===== src/rtl/accfifo_drain_ctrl.sv =====
// Drain controller for the PE accumulator FIFO: credit-limited read issue, shift/ReLU/saturate
// at capture, and a small skid buffer feeding a valid/ready master port.
module accfifo_drain_ctrl #(
    parameter int DATA_W     = 24,
    parameter int OUT_W      = 16,
    parameter int CNT_W      = 6,
    parameter int RD_LATENCY = 1,
    parameter int SKID_DEPTH = 2
) (
    input  logic              clk,
    input  logic              rst_n,
    input  logic              start,
    input  logic [CNT_W-1:0]  drain_len,
    input  logic [4:0]        shamt,
    input  logic              relu_en,
    output logic              out_fifo_read,
    input  logic [DATA_W-1:0] fifo_data,
    output logic              m_valid,
    input  logic              m_ready,
    output logic [OUT_W-1:0]  m_data,
    output logic              busy,
    output logic              done
);
    // Handshake: a word moves when m_valid & m_ready are both high at a rising edge; while
    // m_valid is high and m_ready low, m_data is held and m_valid stays high.

    localparam logic [1:0] ST_IDLE  = 2'd0;
    localparam logic [1:0] ST_DRAIN = 2'd1;
    localparam logic [1:0] ST_DONE  = 2'd2;

    localparam int PTR_W = (SKID_DEPTH > 1) ? $clog2(SKID_DEPTH) : 1;
    localparam int OCC_W = $clog2(SKID_DEPTH + 1);
    localparam int INF_W = $clog2(RD_LATENCY + 1);

    localparam logic signed [DATA_W-1:0] SAT_MAX = DATA_W'((64'sd1 <<< (OUT_W - 1)) - 64'sd1);
    localparam logic signed [DATA_W-1:0] SAT_MIN = ~SAT_MAX;

    logic [1:0]              state;
    logic [CNT_W-1:0]        len_q;
    logic [CNT_W-1:0]        issued;
    logic [4:0]              shamt_q;
    logic                    relu_q;
    logic [RD_LATENCY-1:0]   tag_pipe;
    logic [INF_W-1:0]        inflight;
    logic [OUT_W-1:0]        skid_mem [SKID_DEPTH];
    logic [PTR_W-1:0]        wr_ptr;
    logic [PTR_W-1:0]        rd_ptr;
    logic [OCC_W-1:0]        occ;
    logic                    push;
    logic                    pop;
    logic                    rd;
    logic                    drained;
    logic [31:0]             credit_sum;
    logic signed [DATA_W-1:0] shifted;
    logic signed [DATA_W-1:0] conv;

    function automatic logic [PTR_W-1:0] ptr_next(input logic [PTR_W-1:0] p);
        return (p == PTR_W'(SKID_DEPTH - 1)) ? '0 : p + PTR_W'(1);
    endfunction

    always_comb begin
        inflight = '0;
        for (int i = 0; i < RD_LATENCY; i++) begin
            inflight = inflight + INF_W'(tag_pipe[i]);
        end
    end

    assign pop  = (occ != '0) && m_ready;
    assign push = tag_pipe[RD_LATENCY-1];

    // A slot freed by this cycle's pop can already be promised to a new read.
    assign credit_sum = 32'(occ) + 32'(inflight) - 32'(pop);
    assign rd = (state == ST_DRAIN) && (issued < len_q) && (credit_sum < 32'(SKID_DEPTH));

    // Looking through the final pop lets done follow the last transfer by one cycle.
    assign drained = (issued == len_q) && (inflight == '0) &&
                     ((occ == '0) || ((occ == OCC_W'(1)) && pop));

    always_comb begin
        shifted = $signed(fifo_data) >>> shamt_q;
        conv    = shifted;
        if (relu_q && (shifted < 0)) begin
            conv = '0;
        end else if (shifted > SAT_MAX) begin
            conv = SAT_MAX;
        end else if (shifted < SAT_MIN) begin
            conv = SAT_MIN;
        end
    end

    always_ff @(posedge clk or negedge rst_n) begin
        if (!rst_n) begin
            state   <= ST_IDLE;
            len_q   <= '0;
            issued  <= '0;
            shamt_q <= '0;
            relu_q  <= 1'b0;
        end else begin
            case (state)
                ST_IDLE: begin
                    if (start) begin
                        len_q   <= drain_len;
                        shamt_q <= shamt;
                        relu_q  <= relu_en;
                        issued  <= '0;
                        state   <= ST_DRAIN;
                    end
                end
                ST_DRAIN: begin
                    if (rd) begin
                        issued <= issued + CNT_W'(1);
                    end
                    if (drained) begin
                        state <= ST_DONE;
                    end
                end
                default: state <= ST_IDLE;
            endcase
        end
    end

    always_ff @(posedge clk or negedge rst_n) begin
        if (!rst_n) begin
            tag_pipe <= '0;
        end else begin
            tag_pipe[0] <= rd;
            for (int i = 1; i < RD_LATENCY; i++) begin
                tag_pipe[i] <= tag_pipe[i-1];
            end
        end
    end

    always_ff @(posedge clk or negedge rst_n) begin
        if (!rst_n) begin
            wr_ptr <= '0;
            rd_ptr <= '0;
            occ    <= '0;
            for (int i = 0; i < SKID_DEPTH; i++) begin
                skid_mem[i] <= '0;
            end
        end else begin
            if (push) begin
                skid_mem[wr_ptr] <= OUT_W'(conv);
                wr_ptr           <= ptr_next(wr_ptr);
            end
            if (pop) begin
                rd_ptr <= ptr_next(rd_ptr);
            end
            if (push && !pop) begin
                occ <= occ + OCC_W'(1);
            end else if (!push && pop) begin
                occ <= occ - OCC_W'(1);
            end
        end
    end

    assign out_fifo_read = rd;
    assign m_valid       = (occ != '0);
    assign m_data        = skid_mem[rd_ptr];
    assign busy          = (state != ST_IDLE);
    assign done          = (state == ST_DONE);

endmodule


===== config.mk =====
export PLATFORM = sky130hd
export DESIGN_NAME = accfifo_drain_ctrl
export DESIGN_NICKNAME = d
export VERILOG_FILES = /design/src/rtl/accfifo_drain_ctrl.sv
export SDC_FILE = /design/constraint.sdc
export NUM_CORES = 1
export LEC_CHECK = 0
export CAP_MARGIN = 20
export CORE_UTILIZATION = 61
export DETAILED_ROUTE_END_ITERATION = 7
export GPL_TIMING_DRIVEN = 0
export PLACE_DENSITY = 0.87
export SYNTH_ARGS = -nofsm -noshare
export SYNTH_HDL_FRONTEND = slang
export SYNTH_SLANG_ARGS = --single-unit

===== constraint.sdc =====
create_clock -name clk -period 10.65 [get_ports clk]
set_input_delay 2.13 -clock clk [delete_from_list [all_inputs] [get_ports clk]]
set_output_delay 2.13 -clock clk [all_outputs]
set_load 0.05 [all_outputs]

== Word-level counts from Yosys, hierarchy flattened ==
Cells that the tools add are included.
Storage, ports and cells
  bits of input ports: 40
  register bits after elaboration: 57
  output and inout port bits: 20
Cells by class
  magnitude comparators: 8
  reductions and logical operators: 22
  shift operators: 1
  eq/ne operators: 7
  bitwise logic cells: 3
  mux-type cells: 19
  $add $sub $neg: 7
Operators by type and width (count)
  2-to-1 mux 16 bit: 7
  bitwise mux 32 bit: 1
  less-than comparator 32 x 2 -> 1 bit, second input constant: 1
  greater-than comparator 24 x 16 -> 1 bit, second input constant: 1
  less-than comparator 24 x 1 -> 1 bit, second input constant: 1
  less-than comparator 24 x 16 -> 1 bit, second input constant: 1
  >>> shifter 24 x 5 -> 24 bit: 1
  demux 16 bit (select 1 bit): 1
  2-to-1 mux 6 bit: 2
  case mux 6 bit (2 select lines): 1
  logical AND 1 bit: 10
  2-to-1 mux 2 bit: 4
  nonzero test 2 bit: 4
  adder 6 x 1 -> 6 bit, second input constant: 1
  equality test 6 bit: 1
  less-than comparator 6 bit: 1
  inequality test 2 bit, second input constant: 3
  equality test 2 x 1 -> 1 bit, second input constant: 2
  greater-or-equal comparator 2 bit, second input constant: 2
  logical NOT 2 bit: 2
  inverter 1 -> 2 bit: 2
  case mux 2 bit (2 select lines): 1
  AND reduction 2 bit: 2
  subtractor 3 x 1 -> 4 bit: 1
  other kinds (11): 14

== Depth between registers and ports, before layout ==
  depth in word-level cells: 7
  mapped depth: 14
  mapped depth without buffers: 14

== Worst setup path before layout ==
Ideal clock, no wire load.
  path type: input -> output
  from: input port m_ready
  to: output port out_fifo_read
  stages on the path: 10
  setup slack: 3.685 ns
  arrival time: 4.835 ns
  buffers on the path: 0
  cell sequence: nand2_1 -> inv_1 -> ha_1 -> nand2b_1 -> fa_1 -> nor4bb_1 -> nand2_1 -> a221oi_1 -> inv_1 -> nor2_1
Between the ends
  word-level cells in the longest chain between the ends: 4
Ends and longest elaborated chain
  from (decl): line 19  | input logic m_ready,
  logical AND 1 bit: line 68  | assign pop = (occ != '0) && m_ready;
  net pop: line 50  | logic pop;
  subtractor 3 x 1 -> 4 bit: line 72  | assign credit_sum = 32'(occ) + 32'(inflight) - 32'(pop);
  less-than comparator 32 x 2 -> 1 bit: line 73  | assign rd = (state == ST_DRAIN) && (issued < len_q) && (credit_sum < 32'(SKID_DEPTH));
  logical AND 1 bit: line 73
  to (decl): line 16  | output logic out_fifo_read,
The timed path passes the listed nets, and every way through them passes these cells.

== Final worst setup path ==
Ends and elaborated chain as after synthesis.

==> results.py <==
metrics = {
    "sta": {
        "worst_slew_pin_slew_ps": 927,
        "maximum_frequency_from_static_timing_analysis_ghz": 0.118,
        "rsz0062_at_grt": "false",
        "hold_viol": 0,
        "maxSlewHeadroom_pct": 38.2,
        "final_min_period_over_clock_period_pct": 79.3,
        "timing.final.max_slew_violations": 0,
        "setup_total_negative_slack_ps": 0,
        "setup_viol": 0,
        "worst_case_clock_skew_ps": 10.0,
        "post-route-min-period_ps": 8440,
    },
    "yosys": {
        "fraction_of_post_synthesis_cell_area_in_the_top_cell_type_by_area_pct": 31.2,
        "most_used_dff_post_synth": "sky130_fd_sc_hd__dfrtp_1",
        "synth-edff-count": 0,
        "synth.ff_latch_count": 57,
        "synth.net_count": 524,
        "synth_cell_type_count": 67,
        "synthTopCellsByCount": "sky130_fd_sc_hd__dfrtp_1, sky130_fd_sc_hd__nand2_1, sky130_fd_sc_hd__o21ai_0",
        "post_synth_main_area_contributors": "sky130_fd_sc_hd__dfrtp_1, sky130_fd_sc_hd__mux4_2, sky130_fd_sc_hd__mux2_2, sky130_fd_sc_hd__nand2_1, sky130_fd_sc_hd__o21ai_0",
        "synth_sequential_area_ratio_pct": 31.2,
        "ys_async_sr_fraction_pct": 100,
        "synth_area_per_cell_um2": 9.72,
        "ys_warn_count": 0,
        "syn_area_um2": 4570,
        "synthCells": 470,
        "yosys.area.top_type": "sky130_fd_sc_hd__dfrtp_1",
    },
    "worst_setup_path": {
        "critical_path_required_ps": 8520,
        "worst_setup_sp_type": "primary input",
        "crit_path_cell_trace": "clkdlybuf4s50_1 > nand2_1 > inv_1 > ha_1 > nand2b_1 > fa_1 > nor4bb_1 > nand2_1 > a221oi_1 > inv_1 > nor2_1 > clkdlybuf4s50_1",
        "worstSetupEndpointType": "output port",
        "worstPathMaxFanout": 5,
        "crit_arrival_ps": 6310,
        "critical_path_slowest_stage_cell": "sky130_fd_sc_hd__clkdlybuf4s50_1",
        "critPathKind": "in2out",
        "crit_path_max_incr_delay_ps": 880,
    },
    "detailed_routing": {
        "post_drt_via_cell_ratio": 6.59,
        "drc": 0,
        "remaining_antenna_violation_count": 0,
        "drt_iter0_markers": 337,
        "detail_route.first_pass.iterations": 5,
        "dr_total_vias": 4243,
        "wirelength_um": 13600,
        "wl_per_cell_um": 21.1,
    },
    "placement": {
        "io_buffer_count": 58,
        "hpwlAfterDp_um": 10100,
        "place.gp.congestion": 0.955,
    },
    "final_layout": {
        "n_fill_cell": 522,
        "multi_input_logic_area_um2": 2850,
        "area_growth_pct": 20.0,
        "drive_above_1_share_pct": 21.3,
        "n_antenna_cell": 0,
        "utilization_pct": 75.6,
        "area_occupied_by_registers_um2": 1430,
        "final_net_count": 594,
    },
    "die": {
        "coreArea_um2": 7250,
        "row_count": 31,
        "floorplan.die_area_um2": 7840,
        "floorplan.die.height_um": 88.6,
        "io_pins": 60,
        "floorplan.initialDensity_pct": 63.0,
        "die_width_um": 88.6,
    },
    "global_route": {
        "grt_start_max_net_pins": 40,
        "grt_pass1_wl_um": 20900,
        "total_global_routing_track_utilization_pct": 35.9,
        "grt_antenna_before_repair": 0,
        "globalRoute.totalOverflow": 0,
        "via_count_of_the_first_global_routing_pass": 4055,
    },
    "clock_tree": {
        "tritoncts.num_buffers": 9,
        "cts.root.buffer_cell": "sky130_fd_sc_hd__clkbuf_8",
        "ctsHtreeMaxLevel": 3,
        "insertion_delay_ps": 340,
        "ctsLongestPathBuffers": 2,
        "cts_tree": "built",
        "postCtsHoldBufs": 0,
        "tritoncts_num_sinks": 57,
        "cts_setup_buffers": 0,
        "post_cts_resized": 0,
        "worst_setup_hold_path_clk_slew_ps": 70,
    },
    "power_and_ir_drop": {
        "power.static_leakage_uw": 0.00223,
        "power.ir.vdd_worst_uv": 154,
        "cellPowerDensity_nw_per_um2": 346,
    },
    "worst_hold_path": {
        "hp-class": "reg2reg",
    },
    "run_status": {
        "outcome": "complete, no violations",
    },
    "run": {
        "timing.max_cap.violations": 0,
    },
}
[sequential cells by signal, summed over array words and instances (netlist names)]
signal and flops:
issued 6, skid_mem 32, occ 2, push 1, shamt_q 5, rd_ptr 1, relu_q 1, wr_ptr 1
len_q 6, state 2
[where the power goes]
| part | internal (µW) | switching, µW | total, µW |
|---|---|---|---|
| Combinational | 510 | 793 | 1300 |
| Sequential | 320 | 71.7 | 391 |
| Clock | 114 | 91.3 | 205 |
[worst paths after layout]
path / slack [ps] / start / endpoint / depth (start not counted)
setup / recovery: 2210 / m_ready / out_fifo_read / 12
hold / removal: 490 / skid_mem[31] / skid_mem[31] / 2
setup reg to reg: 6470 / occ[1] / issued[5] / 14
hold reg to reg: 490 / skid_mem[31] / skid_mem[31] / 2
max in group asynchronous: 8360 / rst_n / shamt_q[2] / 2
min in group asynchronous: 1720 / rst_n / skid_mem[22] / 1
[per-stage QoR]
stage | area, µm² | total power, µW | setup WS, ps | hold WS (ps) | instances
2_1_floorplan | 4570 | 1310 | 3680 | 444 | 470
3_3_place_gp | 5280 | 1620 | 2560 | 460 | 627
3_5_place_dp | 5290 | 1670 | 2360 | 478 | 628
4_1_cts | 5490 | 1880 | 2330 | 493 | 644
5_1_grt | 5490 | 2000 | 2080 | 518 | 644
6_report | 5490 | 1900 | 2210 | 492 | 644
[layout make-up]
class | count | area share (%)
inverter | 18 | 1.23
clock buffer | 11 | 2.58
buffer | 33 | 4.08
clock inverter | 5 | 1.00
timing repair buffer | 59 | 10.9
multi-input combinational | 362 | 52.0
sequential | 57 | 26.0
tap | 99 | 2.26
[cell usage in the layout, fill, tap and decap left out, drive strengths merged, types with 7 or more instances in the layout]
| cell type | netlist | routed |
|---|---|---|
| a21oi | 42 | 42 |
| a22oi | 10 | 10 |
| buf | 21 | 23 |
| clkbuf | 12 | 23 |
| clkdlybuf4s50 | 0 | 57 |
| dfrtp | 57 | 57 |
| ha | 13 | 13 |
| inv | 16 | 16 |
| mux2 | 29 | 29 |
| mux2i | 20 | 20 |
| mux4 | 22 | 22 |
| nand2 | 57 | 57 |
| nand2b | 9 | 9 |
| nand3 | 14 | 14 |
| nor2 | 25 | 25 |
| nor3 | 7 | 7 |
| o211ai | 8 | 8 |
| o21ai | 41 | 41 |
[cell families after synthesis]
kind of cell / Yosys count / share of synthesized area, %
mux: 71 / 22.6
xor+xnor: 5 / 0.958
compound gates: 131 / 19.9
buf+inv: 51 / 6.38
simple gates: 141 / 14.9
fa+ha+maj: 14 / 4.00
flops: 57 / 31.2
[layer usage]
metal / vias to the layer above / wire (µm) / share of wire, % / track usage [%]
li1: 1888 / - / - / -
met1: 2092 / 5500 / 41 / 45.6
met2: 231 / 6810 / 50 / 60.4
met3: 32 / 1020 / 7.5 / 7.46
met4: 0 / 251 / 1.8 / 13.3
met5: - / 0 / 0 / 0
[worst max-delay path, delay by kind of cell]
family	cells	cell delay [ps]
buf+inv	4	1700
simple gates	5	940
compound gates	1	740
fa+ha+maj	2	790
No activity file was read; power rests on OpenSTA's default activity.
